## src/rtl/i2cmb_pkg.sv

```systemverilog
// Purpose: shared types and constants for the I2CMB command front end.
// Ports: none (package).
package i2cmb_pkg;

  // Byte-FSM command codes
  typedef enum logic [2:0] {
    CMD_WAIT     = 3'b000,
    CMD_WRITE    = 3'b001,
    CMD_READ_ACK = 3'b010,
    CMD_READ_NAK = 3'b011,
    CMD_START    = 3'b100,
    CMD_STOP     = 3'b101,
    CMD_SET_BUS  = 3'b110
  } cmd_t;

  // Wishbone register map
  typedef enum logic [1:0] {
    ADR_CSR  = 2'd0,
    ADR_DPR  = 2'd1,
    ADR_CMDR = 2'd2,
    ADR_FSMR = 2'd3
  } reg_addr_t;

  // Completion flag bit positions within {DON,NAK,AL,ERR}
  localparam int unsigned RSP_DON = 3;
  localparam int unsigned RSP_NAK = 2;
  localparam int unsigned RSP_AL  = 1;
  localparam int unsigned RSP_ERR = 0;

  localparam int unsigned CMD_W = 11;
  localparam int unsigned RSP_W = 15;

  typedef enum logic [1:0] {
    ST_IDLE     = 2'd0,
    ST_ISSUE    = 2'd1,
    ST_WAIT_RSP = 2'd2
  } issue_state_t;

  // Command FIFO entry: code + operand
  typedef struct packed {
    logic [2:0] code;
    logic [7:0] data;
  } cmd_entry_t;

  // Response FIFO entry: flags + originating code + read byte
  typedef struct packed {
    logic [3:0] flags;
    logic [2:0] code;
    logic [7:0] data;
  } rsp_entry_t;

endpackage

```

## src/rtl/i2cmb_sync_fifo.sv

```systemverilog
// Purpose: synchronous FIFO with flush and occupancy count.
// Ports: clk_i/rst_i clock and sync reset; push/din write side; pop/dout
//        read side (dout shows head); full/empty/count status; flush empties.
module i2cmb_sync_fifo #(
  parameter int unsigned WIDTH = 8,
  parameter int unsigned DEPTH = 8,
  parameter int unsigned CW    = $clog2(DEPTH) + 1
) (
  input  logic             clk_i,
  input  logic             rst_i,
  input  logic             flush,
  input  logic             push,
  input  logic             pop,
  input  logic [WIDTH-1:0] din,
  output logic [WIDTH-1:0] dout,
  output logic             full,
  output logic             empty,
  output logic [CW-1:0]    count
);

  localparam int unsigned AW = $clog2(DEPTH);

  logic [WIDTH-1:0] r_mem [DEPTH];
  logic [CW-1:0]    r_wr_ptr;
  logic [CW-1:0]    r_rd_ptr;
  logic             w_do_push;
  logic             w_do_pop;

  // A push into a full FIFO is legal only when the head leaves the same cycle
  assign w_do_pop  = pop & ~empty;
  assign w_do_push = push & (~full | w_do_pop);

  assign count = r_wr_ptr - r_rd_ptr;
  assign empty = (r_wr_ptr == r_rd_ptr);
  assign full  = (count == CW'(DEPTH));
  assign dout  = r_mem[r_rd_ptr[AW-1:0]];

  // Pointer update; flush behaves like reset
  always_ff @(posedge clk_i) begin
    if (rst_i || flush) begin
      r_wr_ptr <= '0;
      r_rd_ptr <= '0;
    end else begin
      if (w_do_push) r_wr_ptr <= r_wr_ptr + CW'(1);
      if (w_do_pop)  r_rd_ptr <= r_rd_ptr + CW'(1);
    end
  end

  // Storage array (contents are don't-care while empty)
  always_ff @(posedge clk_i) begin
    if (!rst_i && !flush && w_do_push) r_mem[r_wr_ptr[AW-1:0]] <= din;
  end

endmodule

```

## src/rtl/i2cmb_cmd_queue.sv

```systemverilog
// Purpose: Wishbone command front end that queues CMDR writes, issues them one
//          at a time to the byte-level I2C FSM and buffers completions.
// Ports: clk_i/rst_i clock and sync reset; cyc_i/stb_i/we_i/adr_i/dat_i/
//        dat_o/ack_o Wishbone slave; irq interrupt; cmd_valid/cmd_ready/
//        cmd_code/cmd_data command to byte FSM; rsp_valid/rsp_code/rsp_data
//        completion from byte FSM.
module i2cmb_cmd_queue
  import i2cmb_pkg::*;
#(
  parameter int unsigned NUM_BUSES = 16,
  parameter int unsigned CMD_DEPTH = 8,
  parameter int unsigned RSP_DEPTH = 8
) (
  input  logic       clk_i,
  input  logic       rst_i,
  input  logic       cyc_i,
  input  logic       stb_i,
  input  logic       we_i,
  input  logic [1:0] adr_i,
  input  logic [7:0] dat_i,
  output logic [7:0] dat_o,
  output logic       ack_o,
  output logic       irq,
  output logic       cmd_valid,
  input  logic       cmd_ready,
  output logic [2:0] cmd_code,
  output logic [7:0] cmd_data,
  input  logic       rsp_valid,
  input  logic [3:0] rsp_code,
  input  logic [7:0] rsp_data
);

  localparam int unsigned CMD_CW = $clog2(CMD_DEPTH) + 1;
  localparam int unsigned RSP_CW = $clog2(RSP_DEPTH) + 1;

  logic         r_ack, r_en, r_ie, r_ovf, r_irq, r_drop;
  logic [7:0]   r_dpr;
  issue_state_t r_state;
  logic [2:0]   r_cur_code;
  logic [3:0]   r_cur_bus, r_bus_id;

  reg_addr_t         w_adr;
  logic              w_wr, w_rd, w_flush, w_in_issue, w_in_wait, w_bad_bus;
  logic              w_cmd_push, w_cmd_pop, w_cmd_full, w_cmd_empty;
  logic              w_rsp_push, w_rsp_pop, w_rsp_full, w_rsp_empty;
  logic [CMD_CW-1:0] w_cmd_count;
  logic [RSP_CW-1:0] w_rsp_count;
  logic [CMD_W-1:0]  w_cmd_dout;
  logic [RSP_W-1:0]  w_rsp_dout;
  cmd_entry_t        w_cmd_head;
  rsp_entry_t        w_rsp_head, w_rsp_din;
  logic [31:0]       w_cmd_cnt32;
  logic [3:0]        w_cnt_sat;
  logic              w_unused;

  // Bus access takes effect on the ack cycle
  assign w_adr = reg_addr_t'(adr_i);
  assign w_wr  = r_ack & cyc_i & stb_i & we_i;
  assign w_rd  = r_ack & cyc_i & stb_i & ~we_i;

  // FIFOs are held flushed for as long as the block is disabled
  assign w_flush    = ~r_en;
  assign w_in_issue = r_en & (r_state == ST_ISSUE);
  assign w_in_wait  = r_en & (r_state == ST_WAIT_RSP);

  assign w_cmd_head = w_cmd_dout;
  assign w_rsp_head = w_rsp_dout;
  assign w_bad_bus  = (w_cmd_head.code == CMD_SET_BUS) &&
                      (w_cmd_head.data >= 8'(NUM_BUSES));

  assign cmd_valid = w_in_issue & ~w_bad_bus;
  assign cmd_code  = w_cmd_head.code;
  assign cmd_data  = w_cmd_head.data;
  assign ack_o     = r_ack;
  assign irq       = r_irq;

  assign w_cmd_push = w_wr & (w_adr == ADR_CMDR) & r_en & ~w_cmd_full;
  assign w_cmd_pop  = w_in_issue & (w_bad_bus | cmd_ready);
  assign w_rsp_push = (w_in_issue & w_bad_bus) | (w_in_wait & rsp_valid);
  assign w_rsp_pop  = w_rd & (w_adr == ADR_CMDR) & ~w_rsp_empty;

  assign w_cmd_cnt32 = 32'(w_cmd_count);
  assign w_cnt_sat   = (w_cmd_cnt32 > 32'd15) ? 4'hF : w_cmd_cnt32[3:0];
  assign w_unused    = &{1'b0, w_rsp_count, w_cmd_cnt32[31:4]};

  // Response entry: real completion in WAIT_RSP, local ERR for a bad bus id
  always_comb begin
    w_rsp_din = '0;
    if (w_in_wait) begin
      w_rsp_din.flags = rsp_code;
      w_rsp_din.code  = r_cur_code;
      w_rsp_din.data  = rsp_data;
    end else begin
      w_rsp_din.flags[RSP_ERR] = 1'b1;
      w_rsp_din.code           = w_cmd_head.code;
    end
  end

  // Read mux; status bits read as their reset value while disabled
  always_comb begin
    dat_o = '0;
    if (r_ack && !we_i) begin
      case (w_adr)
        ADR_CSR:  dat_o = {r_en, r_ie, w_cmd_full & r_en, w_rsp_empty & r_en,
                           r_ovf, 3'b000};
        ADR_DPR:  if (!w_rsp_empty) dat_o = w_rsp_head.data;
        ADR_CMDR: if (!w_rsp_empty) dat_o = {w_rsp_head.flags, 1'b0, w_rsp_head.code};
        ADR_FSMR: dat_o = {r_bus_id, w_cnt_sat};
        default:  dat_o = '0;
      endcase
    end
  end

  // Wishbone handshake and control/status registers
  always_ff @(posedge clk_i) begin
    if (rst_i) begin
      r_ack <= 1'b0;
      r_en  <= 1'b0;
      r_ie  <= 1'b0;
      r_ovf <= 1'b0;
      r_irq <= 1'b0;
      r_dpr <= '0;
    end else begin
      r_ack <= cyc_i & stb_i & ~r_ack;
      r_irq <= r_ie & r_en & ~w_rsp_empty;
      if (w_wr) begin
        case (w_adr)
          ADR_CSR: begin
            r_en <= dat_i[7];
            r_ie <= dat_i[6];
            if (dat_i[3]) r_ovf <= 1'b0;
          end
          ADR_DPR:  r_dpr <= dat_i;
          ADR_CMDR: if (!r_en || w_cmd_full) r_ovf <= 1'b1;
          default:  ;
        endcase
      end
    end
  end

  // Issue FSM: one command outstanding at a time
  always_ff @(posedge clk_i) begin
    if (rst_i) begin
      r_state    <= ST_IDLE;
      r_cur_code <= '0;
      r_cur_bus  <= '0;
      r_bus_id   <= '0;
      r_drop     <= 1'b0;
    end else begin
      if (rsp_valid) r_drop <= 1'b0;
      if (!r_en) begin
        r_state <= ST_IDLE;
        // Byte FSM still owes a response; swallow it when it comes
        if (r_state == ST_WAIT_RSP && !rsp_valid) r_drop <= 1'b1;
      end else begin
        case (r_state)
          ST_IDLE:
            if (!w_cmd_empty && !w_rsp_full && !r_drop) r_state <= ST_ISSUE;
          ST_ISSUE:
            if (w_bad_bus) begin
              r_state <= ST_IDLE;
            end else if (cmd_ready) begin
              r_cur_code <= w_cmd_head.code;
              r_cur_bus  <= w_cmd_head.data[3:0];
              r_state    <= ST_WAIT_RSP;
            end
          ST_WAIT_RSP:
            if (rsp_valid) begin
              if (r_cur_code == CMD_SET_BUS && rsp_code[RSP_DON]) r_bus_id <= r_cur_bus;
              r_state <= ST_IDLE;
            end
          default: r_state <= ST_IDLE;
        endcase
      end
    end
  end

  i2cmb_sync_fifo #(.WIDTH(CMD_W), .DEPTH(CMD_DEPTH), .CW(CMD_CW)) u_cmd_fifo (
    .clk_i (clk_i),
    .rst_i (rst_i),
    .flush (w_flush),
    .push  (w_cmd_push),
    .pop   (w_cmd_pop),
    .din   ({dat_i[2:0], r_dpr}),
    .dout  (w_cmd_dout),
    .full  (w_cmd_full),
    .empty (w_cmd_empty),
    .count (w_cmd_count)
  );

  i2cmb_sync_fifo #(.WIDTH(RSP_W), .DEPTH(RSP_DEPTH), .CW(RSP_CW)) u_rsp_fifo (
    .clk_i (clk_i),
    .rst_i (rst_i),
    .flush (w_flush),
    .push  (w_rsp_push),
    .pop   (w_rsp_pop),
    .din   (w_rsp_din),
    .dout  (w_rsp_dout),
    .full  (w_rsp_full),
    .empty (w_rsp_empty),
    .count (w_rsp_count)
  );

endmodule

```

## config.mk

```make
export PLATFORM = sky130hd
export DESIGN_NAME = i2cmb_cmd_queue
export DESIGN_NICKNAME = d
export VERILOG_FILES = /design/src/rtl/i2cmb_pkg.sv /design/src/rtl/i2cmb_sync_fifo.sv /design/src/rtl/i2cmb_cmd_queue.sv
export SDC_FILE = /design/constraint.sdc
export NUM_CORES = 1
export LEC_CHECK = 0
export BUFFER_PORTS_ARGS = -buffer_cell sky130_fd_sc_hd__buf_2
export CAP_MARGIN = 20
export CORE_ASPECT_RATIO = 1.5
export CORE_UTILIZATION = 37
export CTS_BUF_LIST = sky130_fd_sc_hd__clkbuf_8
export CTS_CLUSTER_DIAMETER = 120
export DETAILED_ROUTE_END_ITERATION = 8
export MAX_ROUTING_LAYER = met4
export SLEW_MARGIN = 20
export SYNTH_ARGS = -nofsm -noshare
export SYNTH_HDL_FRONTEND = slang
export SYNTH_SLANG_ARGS = --single-unit
export TNS_END_PERCENT = 10
```

## constraint.sdc

```tcl
create_clock -name clk_i -period 3.9 [get_ports clk_i]
set_clock_uncertainty 0.2 [all_clocks]
set_input_delay 0.78 -clock clk_i [delete_from_list [all_inputs] [get_ports clk_i]]
set_output_delay 0.78 -clock clk_i [all_outputs]
set_load 0.02 [all_outputs]
```

Word level (Yosys, flattened, before mapping). Memory sizes are Yosys's and may differ from the RTL's. A register that Yosys moved wholly into a read port is not among the register bits. Cells that the tools add are included.

Register bits: 43. Memories: 2. Word-level logic and storage cells: 133. Output and inout bits: 22. Bits in writable memories: 208.

Muxes and demuxes: 27. Order comparisons: 2. Bitwise operators: 37. Equal/unequal tests: 16. Add/subtract/negate cells: 6. Reduce and logical (&&, ||, !) cells: 28.

Memories: u_rsp_fifo.r_mem (depth 8, width 15, read ports 1, clocked after Yosys merged registers in 1, write ports 1, line i2cmb_sync_fifo.sv:23) `logic [WIDTH-1:0] r_mem [DEPTH];`; u_cmd_fifo.r_mem (depth 8, width 11, read ports 1, clocked after Yosys merged registers in 1, write ports 1, line i2cmb_sync_fifo.sv:23).

Operators with widths (number): two-way mux 8 bit (4); one-hot mux 8 bit (4 select lines) (1); bitwise AND 1 bit (25); adder 4 x 1 -> 4 bit (second input constant) (4); two-way mux 3 bit (5); AND reduction 4 bit (3); logical AND 1 bit (9); two-way mux 1 bit (9); equality test 4 bit (2); equality test 4 bit (second input constant) (2); greater-or-equal comparator 8 x 5 -> 1 bit (second input constant) (1); two-way mux 2 bit (4); two-way mux 4 bit (2); NOT 1 bit (8); subtractor 4 bit (2); logical NOT 1 bit (7); equality test 2 bit (second input constant) (3); equality test 3 bit (second input constant) (2); inequality test 2 bit (second input constant) (3); one-hot mux 2 bit (3 select lines) (1); equality test 2 x 1 -> 1 bit (second input constant) (2); > comparator 4 bit (second input constant) (1); logical NOT 2 bit (2); bitwise OR 1 bit (4); other kinds (8) (10).

Depth between registers and ports, before layout.
Depth in word-level cells: 11. Gate-level depth with buffers: 9.

Hierarchy. From an unflattened synthesis, not the netlist that was laid out.

Cells, all modules: 655. Area total of the unflattened synthesis: 10745.3 um2.

By module, submodules not included: i2cmb_sync_fifo (u_rsp_fifo) (cells each 252, area each 5134.9 um2, sequential area each 3823.7 um2, instances 1); i2cmb_sync_fifo (u_cmd_fifo) (cells each 205, area each 3936.3 um2, sequential area each 2862.7 um2, instances 1); i2cmb_cmd_queue (cells each 198, area each 1674.1 um2, sequential area each 540.5 um2, instances 1).

Worst setup path before layout. No wires, ideal clock.

Path type: flip-flop to output port. Start point: register u_cmd_fifo.r_wr_ptr[0]. End point: output port dat_o[5]. Buffers on the path: 0. Required time: 2.920 ns. Slack: 0.346 ns. Arrival: 2.574 ns. Stages on the path, launching flop included: 10. Path through: dfxtp_1 > inv_1 > ha_1 > inv_1 > fa_1 > xor2_1 > or3b_2 > nor4_1 > nor3_1 > a211oi_1.

Longest elaborated chain between the ends: 5.

Ends and longest elaborated chain: start, declared (line i2cmb_sync_fifo.sv:24) `logic [CW-1:0] r_wr_ptr;`; start signal, assigned (line i2cmb_sync_fifo.sv:44) `if (w_do_push) r_wr_ptr <= r_wr_ptr + CW'(1);`; subtractor 4 bit (line i2cmb_sync_fifo.sv:33) `assign count = r_wr_ptr - r_rd_ptr;`; equality test 4 bit (line i2cmb_sync_fifo.sv:35) `assign full = (count == CW'(DEPTH));`; bitwise AND 1 bit (line i2cmb_cmd_queue.sv:104) `ADR_CSR: dat_o = {r_en, r_ie, w_cmd_full & r_en, w_rsp_empty & r_en,`; one-hot mux 8 bit (4 select lines) (line i2cmb_cmd_queue.sv:103) `case (w_adr)`; two-way mux 8 bit (line i2cmb_cmd_queue.sv:102) `if (r_ack && !we_i) begin`; end, declared (line i2cmb_cmd_queue.sv:21) `output logic [7:0] dat_o,`.

No other way between the ends.

==> flow_metrics.py <==
metrics = {
    "run_status": {
        "status": "completed",
    },
    "routing": {
        "drtAntennaViolNets": 0,
        "drt-initial-drc-count": 403,
        "firstDrtPassIters": 6,
        "via_per_inst": 5.36,
        "wl_mm": 23.8,
        "dr_total_vias": 6121,
        "drc_errors": 0,
        "wl_per_cell_um": 20.8,
    },
    "clock_network": {
        "cts_max_level": 2,
        "cts_tree": "done",
        "clkTransAtPathRegs_ns": 0.06,
        "clock_sinks": 257,
        "hold_buffers": 0,
        "ctsRootBufferMaster": "clkbuf_8",
        "cts_buffer_depth": 3,
        "numCtsBuffers": 42,
        "clk_latency_ns": 0.54,
    },
    "power": {
        "fin_total_pwr_mw": 5.04,
        "combPwrFrac_pct": 0.9,
        "seqPwrFrac_pct": 58.0,
        "cellLeakagePower_nw": 3.72,
        "p_clk_share_pct": 41.1,
        "swShare_pct": 20.5,
        "cellPowerDensity_mw_per_mm2": 405,
        "switchingPower_mw": 1.03,
        "vdd_drop_max_uv": 329,
        "p_int_mw": 4.01,
    },
    "flow_run": {
        "maxCapViolCount": 0,
    },
    "critical_path": {
        "cp_cell_sequence": "buf_6 -> mux4_1 -> mux2_4 -> or4_4 -> and3_4 -> nor3_4 -> buf_6",
        "reg2reg_to": "u_rsp_fifo.r_mem[2][1]",
        "r2r-start": "u_rsp_fifo.r_wr_ptr[1]",
        "arrival_ns": 2.87,
        "critPathCaptureType": "output port",
        "crit_slowest_cell": "or4_4",
        "critical_path_class": "flop to output port",
        "cp_top_family": "simple AND/OR/NAND/NOR gates",
        "timing.critical_path.buf_inv": 2,
        "max_stage_delay_ns": 0.55,
        "startpoint_type": "flop",
        "cp_max_fo": 4,
        "r2r.worst_path.cells": 8,
        "cpMostUsedCell": "buf_6",
        "crit_required_ns": 2.92,
        "ff2ff_setup_slack_ns": 0.38,
    },
    "place": {
        "port_buffers": 50,
        "dpl.hpwl_mm": 15.8,
        "place_congestion": 0.822,
        "dp.cells": 1060,
    },
    "hold_path": {
        "hold_start": "ack_o",
        "hold-path-cell-count": 1,
        "hold_end": "ack_o",
        "min-delay-path-class": "flop to flop",
    },
    "timing": {
        "grt_setup_unrepaired": "true",
        "period_needed_ns": 3.85,
        "worst_slew_pin_slew_ns": 0.759,
        "slew_viol_final": 0,
        "hold_viol": 0,
        "clock.fmax_mhz": 259,
        "setup_viol": 0,
        "post-route-period-util_pct": 98.8,
        "maxSlewHeadroom_pct": 49.4,
    },
    "floorplan": {
        "ios": 51,
        "die_area_sq_mm": 0.0295,
        "die_h_um": 210,
        "row_count": 75,
        "initial_utilization_pct": 37.9,
        "core_sq_mm": 0.0282,
        "die_w_um": 141,
    },
    "yosys": {
        "synthArstFlopShare_pct": 0,
        "syn_avg_cell_area_sq_um": 16.3,
        "yosysMostFrequentCell": "edfxtp_1",
        "yosysSeqAreaShare_pct": 67.8,
        "ys_seq_elements": 257,
        "netlist.area_leader.share_pct": 58.6,
        "synth-main-ff-cell": "edfxtp_1",
        "syn-cell-area_sq_mm": 0.0107,
        "synth_cell_types": 57,
        "synthCells": 656,
        "ys_top_cells_by_area": "edfxtp_1, dfxtp_1, mux4_2",
        "synth_common_cells": "edfxtp_1, nor2_1, dfxtp_1",
        "synth_edf_count": 208,
        "yosysTopAreaCell": "edfxtp_1",
        "yosys_warnings": 0,
        "syn-num-nets": 696,
    },
    "finish": {
        "n_fill_cell": 2507,
        "drive_gt1_share_pct": 30.3,
        "stdcell_count": 1142,
        "syn_to_final_growth_pct": 16.7,
        "num_antenna_cells": 0,
        "layout.nets": 805,
    },
    "grt": {
        "grtUsageTotal_pct": 17.0,
        "globalRouteOverflowTotal": 0,
        "grt_max_degree": 24,
        "antenna_found_initial": 0,
        "grt_pass1_vias": 6254,
        "grt_pass1_wl_mm": 36.1,
    },
}
[routing by layer]
metal | global-route usage, % | share of wire (%) | routed length, um | vias to the layer above
met1 | 20.4 | 41 | 9820 | 3090
met3 | 3.19 | 5.1 | 1220 | 45
met4 | 5.66 | 2.6 | 623 | 0
met2 | 28.6 | 51 | 12100 | 178
li1 | - | - | - | 2808
met5 | - | 0 | 0 | -
[kinds of logic (layout without fill, tap and decap cells)]
group | after synthesis | in the layout | share of synthesized area (%)
xor+xnor | 7 | 7 | 0.575
compound gates | 61 | 61 | 4.33
fa+ha+maj | 11 | 11 | 1.36
flops | 257 | 257 | 67.8
buf+inv | 44 | 184 | 1.78
simple gates | 174 | 174 | 8.50
mux | 102 | 102 | 15.7
[worst max path at each step]
stage / from / endpoint / slack, ns / cells after the start
after global placement: u_cmd_fifo.r_rd_ptr[0] / dat_o[5] / 0.18 / 9
after detailed placement: u_cmd_fifo.r_rd_ptr[0] / dat_o[5] / 0.19 / 9
after floorplan: u_cmd_fifo.r_wr_ptr[0] / dat_o[5] / 0.35 / 9
after global routing: u_cmd_fifo.r_rd_ptr[0] / dat_o[5] / -0.06 / 9
after CTS: flop / cmd_valid / -0.005 / 7
final: flop / cmd_valid / 0.05 / 7
[repair_timing]
| action | in CTS | in global routing |
|---|---|---|
| setup endpoints to repair | 4 | 3 |
| setup buffers | 5 | 2 |
| resized for setup | 16 | 19 |
| pin swaps | 3 | 7 |
[worst register-to-register path, delay by kind of cell (launching register included)]
family,cells,cell delay [ns]
AOI/OAI and AO/OA,3,0.94
adders and majority gates,1,0.35
DFF,1,0.52
and+or+nand+nor,3,1.04
buffers and inverters,1,0.22
[flip-flops by register name (all words and copies together) (netlist names), named ones only]
signal and cells:
irq 1, r_ovf 1, u_rsp_fifo.r_rd_ptr 4, ack_o 1
r_ie 1, u_cmd_fifo.r_rd_ptr 4, u_cmd_fifo.r_wr_ptr 4, r_en 1
u_cmd_fifo.r_mem 88, r_cur_bus 4, r_bus_id 4, u_rsp_fifo.r_wr_ptr 4
r_cur_code 3, r_state 2, r_dpr 8, u_rsp_fifo.r_mem 120
r_drop 1
[power by group through the flow]
| stage | registers, mW | logic [mW] | clock network, mW |
|---|---|---|---|
| after floorplan | 2.99 | 0.0155 | 0 |
| after global placement | 2.99 | 0.0429 | 0 |
| after detailed placement | 2.99 | 0.0436 | 0 |
| after CTS | 2.93 | 0.0441 | 2.13 |
| after global routing | 2.92 | 0.0487 | 2.25 |
| final | 2.93 | 0.0450 | 2.07 |
[cell type report]
type                            count  area [sq um]  share of cell area [%]
Inverter                           16          60.1                   0.483
Sequential cell                   257          7240                    58.2
Timing Repair Buffer               93           593                    4.77
Clock inverter                     30           130                    1.05
Clock buffer                       45           619                    4.98
Tap cell                          346           433                    3.48
Multi-Input combinational cell    355          3360                    27.0
[through the flow]
step / area (sq um) / util (%) / setup TNS (ns) / setup slack (ns) / hold slack [ns]
after floorplan: 10700 / - / 0 / 0.346 / 0.260
after global placement: 11500 / 40.9 / 0 / 0.178 / 0.256
after detailed placement: 11500 / 40.9 / 0 / 0.190 / 0.273
after CTS: 12300 / 43.9 / -0.00541 / -0.00541 / 0.271
after global routing: 12400 / 44.2 / -0.100 / -0.0595 / 0.273
final: 12400 / 44.2 / 0 / 0.0451 / 0.281
[cells in the final DEF, fill, tap and decap left out, drive strengths merged, types with 6 or more instances in the layout]
master / netlist / routed
a211oi: 8 / 8
a21oi: 12 / 12
and2: 16 / 16
and3: 12 / 12
buf: 13 / 93
clkbuf: 15 / 45
dfxtp: 49 / 49
edfxtp: 208 / 208
ha: 10 / 10
inv: 16 / 41
mux2: 20 / 20
mux2i: 34 / 34
mux4: 48 / 48
nand2: 26 / 26
nand2b: 8 / 8
nand3: 6 / 6
nand4: 6 / 6
nor2: 57 / 57
nor3: 8 / 8
nor4: 6 / 6
o21ai: 7 / 7
or4: 7 / 7
(Power assumes the default switching activity.)
